**src/rtl/signed_mult_arbiter.sv**
```systemverilog
// Round-robin arbiter that shares one pipelined signed multiplier among NUM_REQ
// requesters and routes each registered product back to its issuer.
module signed_mult_arbiter #(
  parameter int NUM_REQ  = 4,
  parameter int MULT_LAT = 1,
  parameter int ID_W     = (NUM_REQ > 1) ? $clog2(NUM_REQ) : 1
) (
  input  logic                  clock,
  input  logic                  reset_n,
  input  logic [NUM_REQ-1:0]    req_valid,
  output logic [NUM_REQ-1:0]    req_ready,
  input  logic [NUM_REQ*15-1:0] req_dataa,
  input  logic [NUM_REQ*9-1:0]  req_datab,
  output logic [14:0]           mult_dataa,
  output logic [8:0]            mult_datab,
  input  logic [23:0]           mult_result,
  output logic [NUM_REQ-1:0]    rsp_valid,
  output logic [ID_W-1:0]       rsp_id,
  output logic [23:0]           rsp_result,
  output logic                  busy
);

  localparam int STAGES = MULT_LAT + 1;

  typedef struct packed {
    logic            vld;
    logic [ID_W-1:0] id;
  } tag_t;

  logic [ID_W-1:0] rr_ptr_q, rr_ptr_d;
  logic [14:0]     dataa_q;
  logic [8:0]      datab_q;
  tag_t            tag_q [STAGES];

  logic            grant_vld;
  logic [ID_W-1:0] grant_id;
  logic [ID_W:0]   cand;

  // Search from rr_ptr upward, wrapping at NUM_REQ; first valid requester wins.
  always_comb begin
    grant_vld = 1'b0;
    grant_id  = '0;
    cand      = '0;
    for (int k = 0; k < NUM_REQ; k++) begin
      cand = {1'b0, rr_ptr_q} + (ID_W+1)'(k);
      if (cand >= (ID_W+1)'(NUM_REQ)) cand = cand - (ID_W+1)'(NUM_REQ);
      if (!grant_vld && req_valid[cand[ID_W-1:0]]) begin
        grant_vld = 1'b1;
        grant_id  = cand[ID_W-1:0];
      end
    end
    // NOTE: the grant is gated by the raw reset so no handshake completes in a reset cycle.
    if (!reset_n) grant_vld = 1'b0;
  end

  always_comb begin
    req_ready = '0;
    if (grant_vld) req_ready[grant_id] = 1'b1;
    rr_ptr_d = (grant_id == ID_W'(NUM_REQ - 1)) ? '0 : grant_id + ID_W'(1);
  end

  always_ff @(posedge clock) begin
    if (!reset_n) begin
      rr_ptr_q <= '0;
      dataa_q  <= '0;
      datab_q  <= '0;
      // NOTE: every tag stage is cleared so in-flight operations never produce a response.
      for (int s = 0; s < STAGES; s++) tag_q[s] <= '0;
    end else begin
      tag_q[0] <= '{vld: grant_vld, id: grant_id};
      for (int s = 1; s < STAGES; s++) tag_q[s] <= tag_q[s-1];
      if (grant_vld) begin
        rr_ptr_q <= rr_ptr_d;
        dataa_q  <= req_dataa[grant_id*15 +: 15];
        datab_q  <= req_datab[grant_id*9 +: 9];
      end
    end
  end

  assign mult_dataa = dataa_q;
  assign mult_datab = datab_q;
  assign rsp_id     = tag_q[MULT_LAT].id;
  assign rsp_result = mult_result;

  always_comb begin
    rsp_valid = '0;
    if (tag_q[MULT_LAT].vld) rsp_valid[tag_q[MULT_LAT].id] = 1'b1;
    busy = grant_vld;
    for (int s = 0; s < STAGES; s++) busy = busy | tag_q[s].vld;
  end

endmodule

```
**config.mk**
```make
export PLATFORM = sky130hd
export DESIGN_NAME = signed_mult_arbiter
export DESIGN_NICKNAME = d
export VERILOG_FILES = /design/src/rtl/signed_mult_arbiter.sv
export SDC_FILE = /design/constraint.sdc
export NUM_CORES = 1
export LEC_CHECK = 0
export ABC_AREA = 0
export BUFFER_PORTS_ARGS = -buffer_cell sky130_fd_sc_hd__buf_2
export CAP_MARGIN = 0
export CORE_MARGIN = 2
export CORE_UTILIZATION = 36
export DETAILED_ROUTE_END_ITERATION = 6
export PLACE_DENSITY_LB_ADDON = 0.2
export SETUP_SLACK_MARGIN = 0.1
export SLEW_MARGIN = 10
export SYNTH_ARGS = -nofsm -noshare
export SYNTH_HDL_FRONTEND = slang
export SYNTH_SLANG_ARGS = --single-unit
```
**constraint.sdc**
```tcl
create_clock -name clock -period 1.8 [get_ports clock]
set_clock_uncertainty 0.2 [all_clocks]
set_input_delay 0.18 -clock clock [delete_from_list [all_inputs] [get_ports clock]]
set_output_delay 0.18 -clock clock [all_outputs]
set_load 0.03 [all_outputs]
```
==> impl_results.md, run 1 <==
* TritonCTS clock tree: done
* Slew at the pin closest to its max-slew limit at 334.9 ps
* Sw power at 1.382 mW
* Seq cells post-synth at 32
* DP HPWL at 5.442 mm
* Top-count cell post-synth: a21oi_1
* Async SR Flop Fraction at 0%
* Flop pwr share at 28.6%
* Max-slew violation count at 0
* Crit path buf inv count at 4
* Violated checks: negative setup slack
* Worst endpoint required time at 1420 ps
* CTS root buffer: clkbuf_8
* Syn Nets at 397
* Fraction of layout cells with a size suffix above 1 at 51.81%
* Core footprint at 0.006350 sq mm
* CP peak stage delay at 330 ps
* Sequential cell area fraction in the yosys report at 27.15%
* Number of flops mapped to enable cells by yosys at 0
* Comb power frac at 54.6%
* Max_cap viols at 0
* Fin area at 0.003872 sq mm
* Clock Sinks at 32
* Vias in the first global route at 2737
* Skew-Pair Late Insertion Delay at 280 ps
* Synth Instances at 270
* PortBufs at 136
* Ant diodes at 0
* Int Power at 2.036 mW
* Largest net degree at the start of global routing at 28
* Row Count at 29
* Clock power frac at 16.8%
* Finish-stage setup viols at 19
* Ys flop type: dfxtp_1
* Area grow syn2layout at 64.10%
* Largest area contributor in the netlist: dfxtp_1
* Die Y at 84.96 um
* Total global routing track utilization at 22.18%
* Top delay family on crit path: buffers and inverters
* WHS at 8.000 ps
* Switching fraction of total power at 40.43%
* Final Hold Fails at 0
* DR vias at 2793
* DP Area at 0.003075 sq mm
* First-pass GRT wire length at 13.12 mm
* # DRC at 0
* Die Span X at 84.96 um
* Hold Crit Class: input pin to flop
* Total power at 3.418 mW
* Fmax at 0.4898 GHz
* PnR worst setup slack at -241.7 ps
* Avg Cell Area, Syn at 8.740 sq um
* Remaining antenna violation count after routing at 0
* Slew HR at 77.67%
* GPL Wtd Cong at 0.8090
* Crit start category: flop
* Crit path cell chain: inv_2 > buf_4 > a221oi_2 > buf_4 > nor2_2 > ha_4 > and3_4 > buf_6
* Pwr Density at 882.6 mW/mm^2
* Iter 0 DRT Violations at 141
* H-tree depth at 2
* Vias per cell at 5.382
* Starting Density at 37.16%
* Crit path time final at 2042 ps
* RSZ-0062 raised after global routing: true
* Post-layout net count at 568
* Leakage at 1.820 nW
* Crit Path Category: flop to output pin
* I/O pins at 185
* Top cell type's share of synthesized area at 27.15%
* Initial antenna violation count at 0
* Maximum VDD drop at 0.0004327 V
* Worst-path clk slew at 70 ps
* Clk buf depth at 2
* Crit path DAT at 1660 ps
* Critical path's slowest cell: dfxtp_2
* Post-Syn Area at 0.002360 sq mm
* Worst-path fanout max at 3
* Total wire length at 8.342 mm
* GR Overflow Total at 0
* Crit. End Element: output pin
* Top cells by count, synth: 50 x a21oi_1, 32 x dfxtp_1, 28 x nand2_1
* Critical Path Most Common Cell: buf_4
* Count of cell types in the netlist at 30
* Num CTS Buffers at 5
* DP Worst Slack at -159.7 ps
* Final Cycle Share at 113.4%
* Wirelength per Cell at 16.07 um
* Setup TNS at -2506 ps
* Yosys warns at 0
* Status: finished with violations
* Ranking of synthesized cells by area: dfxtp_1 27%, a221oi_2 13%, a21oi_1 11%
* Die area at 0.007218 sq mm
* Initial DRT Pass Iterations at 4
==> worst register-to-register path: cells and delay by family (launching register included) <==
| family | cells | cell delay [ps] |
|---|---|---|
| AO/OA/AOI/OAI | 4 | 890 |
| buffers and inverters | 3 | 480 |
| flip-flops | 1 | 330 |
==> layer usage <==
metal | vias up | wire length [um] | GRT usage (%)
li1 | 1347 | - | -
met1 | 1308 | 3506 | 27.05
met2 | 129 | 4282 | 38.92
met4 | 0 | 38 | 6.926
met5 | - | 0 | 0
met3 | 9 | 515 | 4.669
==> per-stage QoR <==
step	instances	utilization, %
6_report	519	60.99
5_1_grt	519	60.99
4_1_cts	517	59.76
3_5_place_dp	458	48.43
3_3_place_gp	458	48.43
2_1_floorplan	270	-
==> final timing paths <==
check	start	to	slack, ps	cells after the start
max	rr_ptr_q[0]	req_ready[3]	-240	8
max reg2reg	rr_ptr_q[0]	mult_dataa[10]	-210	7
min	req_dataa[28]	mult_dataa[13]	8	3
min reg2reg	tag_q[0][0]	tag_q[0][3]	240	1
==> repair_timing <==
action	CTS	global route
hold buffers	45	0
gates resized for setup	27	14
hold endpoints to repair	26	0
pin swaps	15	11
setup endpoints to repair	31	31
setup buffers	6	2
cloned	1	0
==> area by class of cell <==
type,count,area [sq um]
multi-input cells,182,1524
fillers,526,2477
flip-flops and latches,32,643.1
clock buffers,8,90.09
repair buffers,214,1494
inverters,6,25.02
well taps,77,96.34
==> sequential cells by signal, indices dropped and copies added, names as in the netlist <==
signal and cells:
mult_dataa 15, rr_ptr_q 2, mult_datab 9, tag_q 6
==> placed cells by master, fill, tap and decap left out, drive strengths merged <==
cell type    instances
buf                168
nand3                1
nand2               28
o221ai               1
and3b                1
a21o                 1
a221oi              25
ha                   1
nor2                10
clkbuf               8
a211o                1
dfxtp               32
bufbuf               1
o21ai                1
nor2b                1
mux2i               24
dlygate4sd3         45
o32ai               24
or3                  1
or2                  1
nor3b                1
and2                 4
a22oi                1
a21oi               50
inv                  6
nor3                 2
nand2b               1
and3                 2
==> logic make-up after synthesis <==
| family | after synthesis | share of synthesized area [%] |
|---|---|---|
| compound gates | 104 | 36.37 |
| buf+inv | 56 | 14.95 |
| simple gates | 53 | 10.82 |
| flops | 32 | 27.15 |
| mux | 24 | 10.18 |
| fa+ha+maj | 1 | 0.5301 |
==> power groups by stage <==
stage          Clock, mW  Sequential, mW  Combinational (mW)
5_1_grt            0.622           0.998                1.99
6_report           0.575           0.978                1.87
3_3_place_gp           0           0.984                1.55
3_5_place_dp           0           0.990                1.57
2_1_floorplan          0            1.19               0.968
4_1_cts            0.594           0.977                1.81
Note: power is estimated with default switching activity, not from simulation.
==> inputs of run 2 (changes only) <==
--- a/config.mk
+++ b/config.mk
@@ -11,6 +11,7 @@
 export CORE_MARGIN = 2
 export CORE_UTILIZATION = 36
 export DETAILED_ROUTE_END_ITERATION = 6
+export HOLD_SLACK_MARGIN = 0.1
 export PLACE_DENSITY_LB_ADDON = 0.2
 export SETUP_SLACK_MARGIN = 0.1
 export SLEW_MARGIN = 10
==> run 2 against run 1 <==
  * The run still ends with negative setup slack left
  * Critical path type unchanged
  * Fmax shrank 0.21%
  * Final area is 4.4% higher
  * Sequential power hardly changed
  * Die area unchanged
  * Sequential share of layout area down 0.70 points
  * Utilization up 2.7 points
==> impl_results.md, run 2 (same netlist as run 1, synthesis figures left out) <==
* Iter 0 DRT Violations at 156 (+11%)
* GR Overflow Total at 0 (unchanged)
* CTS root buffer: clkbuf_8
* Ant diodes at 0 (unchanged)
* First-pass GRT wire length at 13.51 mm (+2.9%)
* DP HPWL at 5.442 mm (unchanged)
* I/O pins at 185 (unchanged)
* Max reg flops at 15 (unchanged)
* PortBufs at 136 (unchanged)
* Flop pwr share at 28.3% (-0.3 points)
* CP peak stage delay at 340 ps (about the same)
* Layout Utilization at 63.67% (+2.7 points)
* Total global routing track utilization at 22.89% (+0.70 points)
* DP Area at 0.003075 sq mm (unchanged)
* CP startpoint: rr_ptr_q[0]
* Finish-stage setup viols at 20 (+1)
* Worst setup endpoint: req_ready[3]
* Row Count at 29 (unchanged)
* FF-to-FF Start: rr_ptr_q[0]
* Setup TNS at -2543 ps (-37.05 ps)
* R2R Path End: mult_dataa[10]
* Starting Density at 37.16% (unchanged)
* Core footprint at 0.006350 sq mm (unchanged)
* Crit. End Element: output pin
* Post-layout net count at 585 (+3.0%)
* Cell depth of the worst flop-to-flop path at 7 (unchanged)
* RSZ-0062 raised after global routing: true
* Fraction of layout cells with a size suffix above 1 at 49.89% (-1.9 points)
* Num CTS Buffers at 5 (unchanged)
* Largest net degree at the start of global routing at 28 (unchanged)
* Total wire length at 8.649 mm (+3.7%)
* Crit path cell chain: inv_2 > buf_4 > a221oi_2 > buf_4 > nor2_2 > ha_4 > and3_4 > buf_6
* Final Cycle Share at 113.7% (+0.24 points)
* Worst endpoint required time at 1420 ps (about the same)
* Total power at 3.452 mW (+1.0%)
* Fin area at 0.004043 sq mm (+4.4%)
* Maximum VDD drop at 0.0004541 V (+4.9%)
* Clock power frac at 16.7% (about the same)
* Wirelength per Cell at 16.14 um (+0.39%)
* Violated checks: negative setup slack
* Crit start category: flop
* Die Span X at 84.96 um (unchanged)
* Slew at the pin closest to its max-slew limit at 330.4 ps (-4.545 ps)
* Crit path DAT at 1670 ps (about the same)
* Crit path time final at 2046 ps (+4.402 ps)
* Skew-Pair Late Insertion Delay at 280 ps (about the same)
* Max-slew violation count at 0 (unchanged)
* FF-to-FF setup slack at -220 ps (about the same)
* Clock Sinks at 32 (unchanged)
* Clk buf depth at 2 (unchanged)
* Max_cap viols at 0 (unchanged)
* Worst-path fanout max at 3 (unchanged)
* Initial antenna violation count at 0 (unchanged)
* # DRC at 0 (unchanged)
* Int Power at 2.060 mW (+1.2%)
* Comb power frac at 54.9% (+0.3 points)
* Fillers at 501 (-4.8%)
* Most frequent cells in the layout: 130 x buf_2, 62 x dlygate4sd3_1, 47 x a21oi_1, 30 x dfxtp_1, 28 x nand2_1
* Crit Path Category: flop to output pin
* Area grow syn2layout at 71.32%
* Die Y at 84.96 um (unchanged)
* Status: finished with violations
* Commonest non-fill, non-tap cell in the layout: buf_2
* Die area at 0.007218 sq mm (unchanged)
* H-tree depth at 2 (unchanged)
* Vias in the first global route at 2844 (+3.9%)
* Hold Crit Class: input pin to flop
* Fmax at 0.4887 GHz (-0.21%)
* Switching fraction of total power at 40.32% (-0.11 points)
* DP Worst Slack at -159.7 ps (unchanged)
* Critical Path Most Common Cell: buf_4
* Critical path's slowest cell: dfxtp_2
* PnR worst setup slack at -246.1 ps (-4.402 ps)
* Remaining antenna violation count after routing at 0 (unchanged)
* Vias per cell at 5.384 (about the same)
* Final Hold Fails at 0 (unchanged)
* DR vias at 2886 (+3.3%)
* TritonCTS clock tree: done
* Initial DRT Pass Iterations at 4 (unchanged)
* Leakage at 1.892 nW (+3.9%)
* Slew HR at 77.97% (+0.30 points)
* GPL Wtd Cong at 0.8090 (unchanged)
* Worst-path clk slew at 70 ps (about the same)
* Pwr Density at 854.0 mW/mm^2 (-3.2%)
* Sw power at 1.392 mW (+0.74%)
[run 2: cell types whose count changed in the layout (fill, tap and decap cells not counted)]
cell           change
dlygate4sd3_1     +17
[run 2: what timing repair did]
action / 4_1_cts / 5_1_grt
endpoints found under the setup margin: 31 / 31
endpoints found under the hold margin: 27 / 2
cloned: 1 / 0
pin swaps: 15 / 11
hold buffers: 60 / 2
resized for setup: 27 / 14
setup buffers: 6 / 2
[run 2: layout make-up]
class                   count  area [sq um]  area share, %
flip-flops and latches     32         643.1          15.91
inverters                   6         25.02         0.6190
multi-input cells         182          1524          37.70
clock buffers               8         90.09          2.228
repair buffers            231          1664          41.16
well taps                  77         96.34          2.383
[run 2: worst min-delay path by stage]
stage	start	endpoint	slack (ps)	cells after the start
6_report	req_dataa[43]	mult_dataa[13]	90	3
5_1_grt	req_dataa[41]	mult_dataa[11]	110	3
4_1_cts	req_dataa[41]	mult_dataa[11]	100	3
3_5_place_dp	mult_result[13]	rsp_result[13]	160	0
3_3_place_gp	mult_result[13]	rsp_result[13]	160	0
2_1_floorplan	reset_n	tag_q[0][3]	100	1
[run 2: power by group through the flow]
stage	sequential [mW]	combinational, mW	clock, mW
2_1_floorplan	1.19	0.968	0
3_3_place_gp	0.984	1.55	0
3_5_place_dp	0.990	1.57	0
4_1_cts	0.977	1.83	0.594
5_1_grt	1.00	2.03	0.622
6_report	0.978	1.90	0.578
[run 2: metrics by stage]
step / std cells / hold WS [ps]
after floorplan: 270 / 101.7
after global routing: 536 / 109.2
after detailed placement: 458 / 160.2
final: 536 / 88.99
after global placement: 458 / 160.2
after CTS: 532 / 101.2
[run 2: worst max-delay path, delay by kind of cell, from the launching register on]
kind / cells / cell delay, ps
and+or+nand+nor: 2 / 190
DFF: 1 / 340
adders and majority gates: 1 / 160
buffers and inverters: 4 / 460
AOI/OAI and AO/OA: 1 / 230
[run 2: per-layer routing]
metal,vias to the layer above,wire length [um],track usage [%]
met5,-,0,0
met4,0,134,8.514
met3,17,561,4.572
met2,138,4378,40.20
met1,1349,3574,27.45
li1,1382,-,-
